==> config.mk <==
export PLATFORM = sky130hd
export DESIGN_NAME = hfrv_bus_tracer
export DESIGN_NICKNAME = d
export VERILOG_FILES = /design/src/rtl/hfrv_bus_tracer.sv
export SDC_FILE = /design/constraint.sdc
export NUM_CORES = 2
export LEC_CHECK = 0
export BUFFER_PORTS_ARGS = -buffer_cell sky130_fd_sc_hd__buf_2
export CAP_MARGIN = 30
export CORE_ASPECT_RATIO = 1.4
export CORE_MARGIN = 2
export CORE_UTILIZATION = 45
export DETAILED_ROUTE_END_ITERATION = 6
export GPL_TIMING_DRIVEN = 0
export PLACE_DENSITY_LB_ADDON = 0.08
export SYNTH_ARGS = -nofsm -noshare
export SYNTH_HDL_FRONTEND = slang
export SYNTH_SLANG_ARGS = --single-unit
==> constraint.sdc <==
create_clock -name clk_i -period 7.25 [get_ports clk_i]
set_clock_uncertainty 0.1 [all_clocks]
set_input_delay 0 -clock clk_i [delete_from_list [all_inputs] [get_ports clk_i]]
set_output_delay 0 -clock clk_i [all_outputs]
set_load 0.005 [all_outputs]
==> src/rtl/hfrv_bus_tracer.sv <==
// hfrv_bus_tracer
//   Passive capture stage for the HF-RISC CPU memory bus. It rebuilds completed
//   reads and writes, filters them by address region and queues them in a
//   first-word fall-through FIFO. The queue is presented on a valid/ready stream.
//   Reads complete one cycle after the request because boot ROM, RAM and the
//   peripherals all have a one-cycle synchronous read latency.
//
// Optional feature: define HFRV_BUS_TRACER_TS_EN to build the timestamp counter
//   and the per-entry timestamp storage. Without it, trace_ts_o is tied to 0.
//
// Ports:
//   clk_i, rst_i        clock, synchronous active-high reset
//   enable_i            tracing enable
//   addr_i              CPU address
//   data_we_i           byte write strobes (0 = read)
//   data_write_i        CPU write data
//   data_read_i         bus read data (after the busmux)
//   stall_i             bus stall
//   trace_valid_o       record available
//   trace_ready_i       consumer accepts the record
//   trace_addr_o        record address
//   trace_data_o        record write data or read data
//   trace_we_o          record strobes (0 = read)
//   trace_ts_o          cycle timestamp of the request
//   overflow_o          sticky flag: at least one record dropped
//   drop_cnt_o          saturating count of dropped records
module hfrv_bus_tracer #(
  parameter int          DEPTH       = 16,
  parameter logic [15:0] REGION_MASK = 16'h4010,
  parameter int          TS_W        = 32,
  parameter int          DROP_W      = 16
) (
  input  logic              clk_i,
  input  logic              rst_i,
  input  logic              enable_i,
  input  logic [31:0]       addr_i,
  input  logic [3:0]        data_we_i,
  input  logic [31:0]       data_write_i,
  input  logic [31:0]       data_read_i,
  input  logic              stall_i,
  output logic              trace_valid_o,
  input  logic              trace_ready_i,
  output logic [31:0]       trace_addr_o,
  output logic [31:0]       trace_data_o,
  output logic [3:0]        trace_we_o,
  output logic [TS_W-1:0]   trace_ts_o,
  output logic              overflow_o,
  output logic [DROP_W-1:0] drop_cnt_o
);

  localparam int         AW      = $clog2(DEPTH);
  localparam logic [AW:0] DEPTH_C = (AW+1)'(DEPTH);

  // Saturating add of 0..2 drops onto the drop counter.
  function automatic logic [DROP_W-1:0] sat_add_drop(input logic [DROP_W-1:0] cnt,
                                                     input logic [1:0]        inc);
    logic [DROP_W:0] sum;
    sum = {1'b0, cnt} + (DROP_W+1)'(inc);
    return sum[DROP_W] ? {DROP_W{1'b1}} : sum[DROP_W-1:0];
  endfunction

  // ---------------------------------------------------------------------------
  // Stage p0: qualify the bus access presented in the current cycle
  // ---------------------------------------------------------------------------
  logic qual_p0, wr_req_p0, rd_req_p0;

  assign qual_p0   = enable_i & ~stall_i & REGION_MASK[addr_i[31:28]];
  assign wr_req_p0 = qual_p0 & (data_we_i != 4'h0);
  assign rd_req_p0 = qual_p0 & (data_we_i == 4'h0);

`ifdef HFRV_BUS_TRACER_TS_EN
  logic [TS_W-1:0] ts_cnt;

  always_ff @(posedge clk_i) begin
    if (rst_i) ts_cnt <= '0;
    else       ts_cnt <= ts_cnt + TS_W'(1);
  end
`endif

  // ---------------------------------------------------------------------------
  // Stage p1: pending read waiting for its data one cycle later
  // ---------------------------------------------------------------------------
  logic        vld_p1;
  logic [31:0] pend_addr_p1;
`ifdef HFRV_BUS_TRACER_TS_EN
  logic [TS_W-1:0] pend_ts_p1;
`endif

  // The pending register reloads on every edge, so back-to-back reads each
  // complete exactly one cycle after their request.
  always_ff @(posedge clk_i) begin
    if (rst_i) vld_p1 <= 1'b0;
    else       vld_p1 <= rd_req_p0;
  end

  always_ff @(posedge clk_i) begin
    if (rd_req_p0) begin
      pend_addr_p1 <= addr_i;
`ifdef HFRV_BUS_TRACER_TS_EN
      pend_ts_p1   <= ts_cnt;
`endif
    end
  end

  // ---------------------------------------------------------------------------
  // FIFO: push arbitration, storage and pointers
  // ---------------------------------------------------------------------------
  logic [31:0]   mem_addr [DEPTH];
  logic [31:0]   mem_data [DEPTH];
  logic [3:0]    mem_we   [DEPTH];
`ifdef HFRV_BUS_TRACER_TS_EN
  logic [TS_W-1:0] mem_ts [DEPTH];
`endif

  logic [AW-1:0]     wr_ptr, rd_ptr, wr_idx;
  logic [AW:0]       count, free;
  logic              push_rd, push_wr, pop, not_empty;
  logic [1:0]        n_drop;
  logic              overflow;
  logic [DROP_W-1:0] drop_cnt;

  assign not_empty = (count != '0);
  assign pop       = not_empty & trace_ready_i;

  // Free slots use occupancy before this cycle's pop. The completing read
  // takes the first free slot, and the write only gets the next one.
  always_comb begin
    free    = DEPTH_C - count;
    push_rd = 1'b0;
    push_wr = 1'b0;
    n_drop  = 2'd0;
    if (vld_p1) begin
      if (free != '0) push_rd = 1'b1;
      else            n_drop  = n_drop + 2'd1;
    end
    if (wr_req_p0) begin
      if (free >= (vld_p1 ? (AW+1)'(2) : (AW+1)'(1))) push_wr = 1'b1;
      else                                            n_drop  = n_drop + 2'd1;
    end
  end

  assign wr_idx = wr_ptr + AW'(push_rd);

  always_ff @(posedge clk_i) begin
    if (push_rd) begin
      mem_addr[wr_ptr] <= pend_addr_p1;
      mem_data[wr_ptr] <= data_read_i;
      mem_we[wr_ptr]   <= 4'h0;
`ifdef HFRV_BUS_TRACER_TS_EN
      mem_ts[wr_ptr]   <= pend_ts_p1;
`endif
    end
    if (push_wr) begin
      mem_addr[wr_idx] <= addr_i;
      mem_data[wr_idx] <= data_write_i;
      mem_we[wr_idx]   <= data_we_i;
`ifdef HFRV_BUS_TRACER_TS_EN
      mem_ts[wr_idx]   <= ts_cnt;
`endif
    end
  end

  always_ff @(posedge clk_i) begin
    if (rst_i) begin
      wr_ptr   <= '0;
      rd_ptr   <= '0;
      count    <= '0;
      overflow <= 1'b0;
      drop_cnt <= '0;
    end else begin
      wr_ptr   <= wr_ptr + AW'(push_rd) + AW'(push_wr);
      rd_ptr   <= rd_ptr + AW'(pop);
      count    <= count + (AW+1)'(push_rd) + (AW+1)'(push_wr) - (AW+1)'(pop);
      if (n_drop != 2'd0) overflow <= 1'b1;
      drop_cnt <= sat_add_drop(drop_cnt, n_drop);
    end
  end

  // ---------------------------------------------------------------------------
  // Output stream: head entry, forced to zero while the FIFO is empty
  // ---------------------------------------------------------------------------
  assign trace_valid_o = not_empty;
  assign trace_addr_o  = not_empty ? mem_addr[rd_ptr] : 32'h0;
  assign trace_data_o  = not_empty ? mem_data[rd_ptr] : 32'h0;
  assign trace_we_o    = not_empty ? mem_we[rd_ptr]   : 4'h0;
`ifdef HFRV_BUS_TRACER_TS_EN
  assign trace_ts_o    = not_empty ? mem_ts[rd_ptr]   : '0;
`else
  assign trace_ts_o    = '0;
`endif
  assign overflow_o    = overflow;
  assign drop_cnt_o    = drop_cnt;

endmodule

After elaboration in Yosys (flattened, before gate mapping)
Memories as Yosys holds them, arrays and structs flattened. A register that Yosys moved wholly into a read port is not among the register bits.
Index checks and enable logic that the tools add are counted.
{"block": "op_classes", "mul": 0, "add_sub_neg": 9, "order_cmp": 2, "bitwise_logic": 6, "n_reduce_logical": 5, "shifts": 0, "div_mod_pow": 0, "muxes": 21, "eq_ne": 0}
{"op": "32-bit two-way mux", "n": 2}
{"op": "16-bit by 2-bit adder with 17-bit output", "n": 1}
{"op": "16-bit two-way mux", "n": 1}
{"op": "4-bit two-way mux", "n": 4}
{"op": "4-bit by 1-bit adder with 4-bit output", "n": 3}
{"op": "1-bit two-way mux", "n": 11}
{"op": "5-bit by 1-bit adder with 5-bit output", "n": 2}
{"op": "5-bit nonzero test", "n": 2}
{"op": "2-bit two-way mux", "n": 3}
{"op": "1-bit bitwise AND", "n": 5}
{"op": "5-bit by 2-bit greater-or-equal comparator with 1-bit output", "n": 1}
{"op": "4-bit by 5-bit less-than comparator with 1-bit output, second input constant", "n": 1}
{"op": "5-bit by 1-bit subtractor with 5-bit output", "n": 1}
{"op": "5-bit subtractor, first input constant", "n": 1}
{"op": "4-bit zero test", "n": 1}
{"op": "4-bit nonzero test", "n": 1}
{"op": "2-bit by 1-bit adder with 2-bit output, second input constant", "n": 1}
{"op": "2-bit nonzero test", "n": 1}
{"op": "1-bit inverter", "n": 1}
{"block": "word_totals", "word_cells": 54, "memories": 4, "mem_bits_ro": 16, "regBits": 63, "ramBits": 1088, "inputBits": 105, "latch_bits": 0}
{"memory": "mem_addr", "words": 16, "word_bits": 32, "read_ports": 1, "rd_clocked_by_memory_dff": 1, "write_ports": 2, "line_no": "108", "text": "logic [31:0] mem_addr [DEPTH];"}
{"memory": "mem_data", "words": 16, "word_bits": 32, "read_ports": 1, "rd_clocked_by_memory_dff": 1, "write_ports": 2, "line_no": "109", "text": "logic [31:0] mem_data [DEPTH];"}
{"memory": "mem_we", "words": 16, "word_bits": 4, "read_ports": 1, "rd_clocked_by_memory_dff": 1, "write_ports": 2, "line_no": "110", "text": "logic [3:0] mem_we [DEPTH];"}
{"memory": "(name not given)", "words": 16, "word_bits": 1, "read_ports": 1, "rd_clocked_by_memory_dff": 0, "write_ports": 0, "line_no": "67", "text": "assign qual_p0 = enable_i & ~stall_i & REGION_MASK[addr_i[31:28]];"}

Longest topological paths before layout
{"block": "depth", "word_depth": 9, "mapped_depth": 17}

Worst setup path before layout
Ideal clock, no wire load.
{"block": "synth_timing", "path_kind": "register to register", "start": "register count[0]", "end": "memory mem_addr[12][0] (enable)", "setup_time_ns": 0.588, "required_ns": 6.562, "slack_ns": -0.093, "period_less_slack_ns": 7.343, "arrival_time_ns": 6.655, "path_stages_with_launch": 10, "cell_sequence": "dfxtp_1 -> inv_1 -> ha_1 -> and2_1 -> ha_1 -> and2_0 -> clkbuf_1 -> a31oi_1 -> nand3_1 -> o21ai_0"}
{"element": "start, declared", "line_no": "116", "text": "logic [AW:0] count, free;"}
{"element": "start signal, assigned", "line_no": "173", "text": "count <= count + (AW+1)'(push_rd) + (AW+1)'(push_wr) - (AW+1)'(pop);"}
{"element": "end, declared", "line_no": "108"}

==> flow_summary.toml <==
[sta]
setup_slack_ns = 1.56
tightest_slew_ns = 1.03
fin_crit_ns = 5.69
fmax_mhz = 176
worst_hold_slack_ns = 0.0696
finalCritPeriodShare = 0.785
rsz0062_at_grt = "false"
slew_violations = 0
finalHoldViolations = 0
max_slew_margin = 0.312
setup_viol = 0

[critical_path]
critical_path.max_fanout = 16
arrival_ns = 6.02
crit_type = "reg -> reg"
cp.required_ns = 7.57
crit_slowest_cell = "a31oi_1"
slowest_delay_ns = 0.54
crit_buf_inv = 8
critPathLaunchType = "register"
worstSetupStartpoint = "count[0]"
crit_top_cell = "ha_1"
cp-end-kind = "register"
path_cells = "inv_1, ha_1, and2_1, ha_1, and2_0, clkbuf_1, a31oi_1, ha_1, ha_1, clkbuf_1, nand3_1, mux2i_2, nand2b_1, buf_4, buf_4, o21ai_4, buf_12, buf_12, buf_12"
timing.rr.start = "count[0]"
crit_family = "buffers and inverters"

[die]
coreArea_sq_um = 132000
initial_core_util = 0.454
die_w_um = 313
pin_count = 223
num_rows = 158
die_y_um = 437
die_area_sq_um = 137000

[yosys]
ys_ff_latch = 1151
synth_cell_types = 55
synth.avg_cell_area_sq_um = 18.0
ys.flop_type = "edfxtp_1"
synth_area_sq_um = 60100
synth_edf_count = 1120
synth.top_cell.area_share = 0.559
synth_common_cells = "edfxtp_1 (1120), mux2_4 (480), mux2_2 (430)"
yosysWarnings = 0
yosysMostFrequentCell = "edfxtp_1"
synth_cells = 3333
synth.area.top_cells = "edfxtp_1 (56%), mux2_4 (12%), mux4_2 (10%)"
yosys.area.top_type = "edfxtp_1"
yosysSeqAreaShare = 0.570
synth-async-reset-ratio = 0

[detailed_routing]
ant_nets = 0
dr.pass1.iters = 5
drt-initial-drc-count = 2931
drc = 0
vias = 33600
avgRoutedWirePerCell_um = 31.0
viasPerCell = 5.80
routed_wl_um = 180000

[global_route]
track_usage = 0.261
grt_pass1_vias = 36100
grt_overflow = 0
grt_pass1_wl_um = 255000
grt_max_degree = 21
grt_antenna_before_repair = 12

[cts]
cts_root_buffer = "clkbuf_16"
cts_sinks = 1151
clkTransAtPathRegs_ns = 0.06
clock_path_buffers = 3
cts_tree = "yes"
cts_buffers = 117
postCtsResizedCells = 0
htree_levels = 3
clk_latency_ns = 0.74

[placement]
io_buffers = 190
place_congestion = 0.798
dpl_worst_slack_ns = 1.59
dp.cells = 5411
dp_hpwl_um = 126000

[run_status]
outcome = "finished clean"

[job]
drv_cap = 0

[hold_path]
hold_start = "addr_i[5]"
hold_class = "in -> reg"

[layout]
postLayoutCoreUtil = 0.536
layout-drive-gt1-share = 0.459
fillers = 10600
nets = 4063
instances_no_fill = 5797
multi_input_area_sq_um = 23300
area_growth_pct = 18.2
regArea_sq_um = 34300

[pwr]
power_density_nw_per_um2 = 236
power_leakage_nw = 25.6
peakVddDrop_mv = 0.195
[path summary, 6_finish.rpt]
kind	end	slack, ns	cells after the start
hold reg to reg	overflow_o	0.38	2
hold / removal	pend_addr_p1[5]	0.07	2
setup reg to reg	mem_addr[1][26]	1.56	19
setup / recovery	mem_addr[1][26]	1.56	19
[cells by family after synthesis]
logic type	synth area share
DFF	0.570
adders and majority gates	0.00516
AOI/OAI and AO/OA	0.0119
and+or+nand+nor	0.0191
other	0.0000624
buffers and inverters	0.0487
muxes	0.342
xor gates and xnor gates	0.00318
[power breakdown]
| part | total, mW | switching [mW] | internal (mW) | leakage, nW |
|---|---|---|---|---|
| logic | 3.27 | 1.78 | 1.49 | 13.3 |
| registers | 7.29 | 0.0194 | 7.27 | 10.4 |
| clock network | 6.23 | 2.66 | 3.58 | 1.88 |
[cell type report]
type | count | area share
diodes | 4 | 0.000141
plain buffers | 379 | 0.0403
clock buffers | 137 | 0.0432
clock inverters | 80 | 0.0114
inverters | 17 | 0.000898
multi-input cells | 1817 | 0.327
flip-flops and latches | 1151 | 0.482
well taps | 1760 | 0.0310
repair buffers | 452 | 0.0637
[metrics by stage]
stage	TNS (ns)	instance area (sq um)	total power, mW
2_1_floorplan	-43.02	60300	9.33
3_3_place_gp	-5604.88	63400	10.5
3_5_place_dp	0	65500	10.6
4_1_cts	0	71000	16.9
5_1_grt	0	71100	17.3
6_report	0	71100	16.8
[placed cells by master, fill, tap and decap left out, types with 31 or more instances in the layout]
cell type / netlist / final
edfxtp_1: 1120 / 1120
mux2_4: 480 / 480
mux2_2: 430 / 430
mux4_2: 272 / 272
buf_2: 30 / 220
clkbuf_1: 184 / 201
dlygate4sd3_1: 0 / 163
mux2i_1: 138 / 138
clkbuf_16: 0 / 120
buf_12: 60 / 107
mux2_1: 84 / 84
nor2_1: 84 / 83
o22ai_1: 68 / 68
buf_4: 66 / 66
buf_8: 12 / 45
nand2_1: 32 / 32
conb_1: 1 / 32
dfxtp_1: 31 / 31
[timing repair]
item                       CTS  global route
setup buffers                0             0
hold buffers               163             0
hold endpoints to repair  1055             0
[registers in the layout, summed over array words and instances, names as in the netlist]
register      cells
pend_addr_p1     32
mem_we           64
count             5
rd_ptr            4
overflow_o        1
wr_ptr            4
drop_cnt_o       16
vld_p1            1
mem_addr        512
mem_data        512
[layer usage]
metal	up-vias	GRT usage	share of wire
li1	14400	-	-
met1	17800	0.310	0.38
met2	1140	0.479	0.54
met3	329	0.0315	0.049
met4	10	0.101	0.038
met5	-	0	0.00032
No activity file was read; power rests on OpenSTA's default activity.
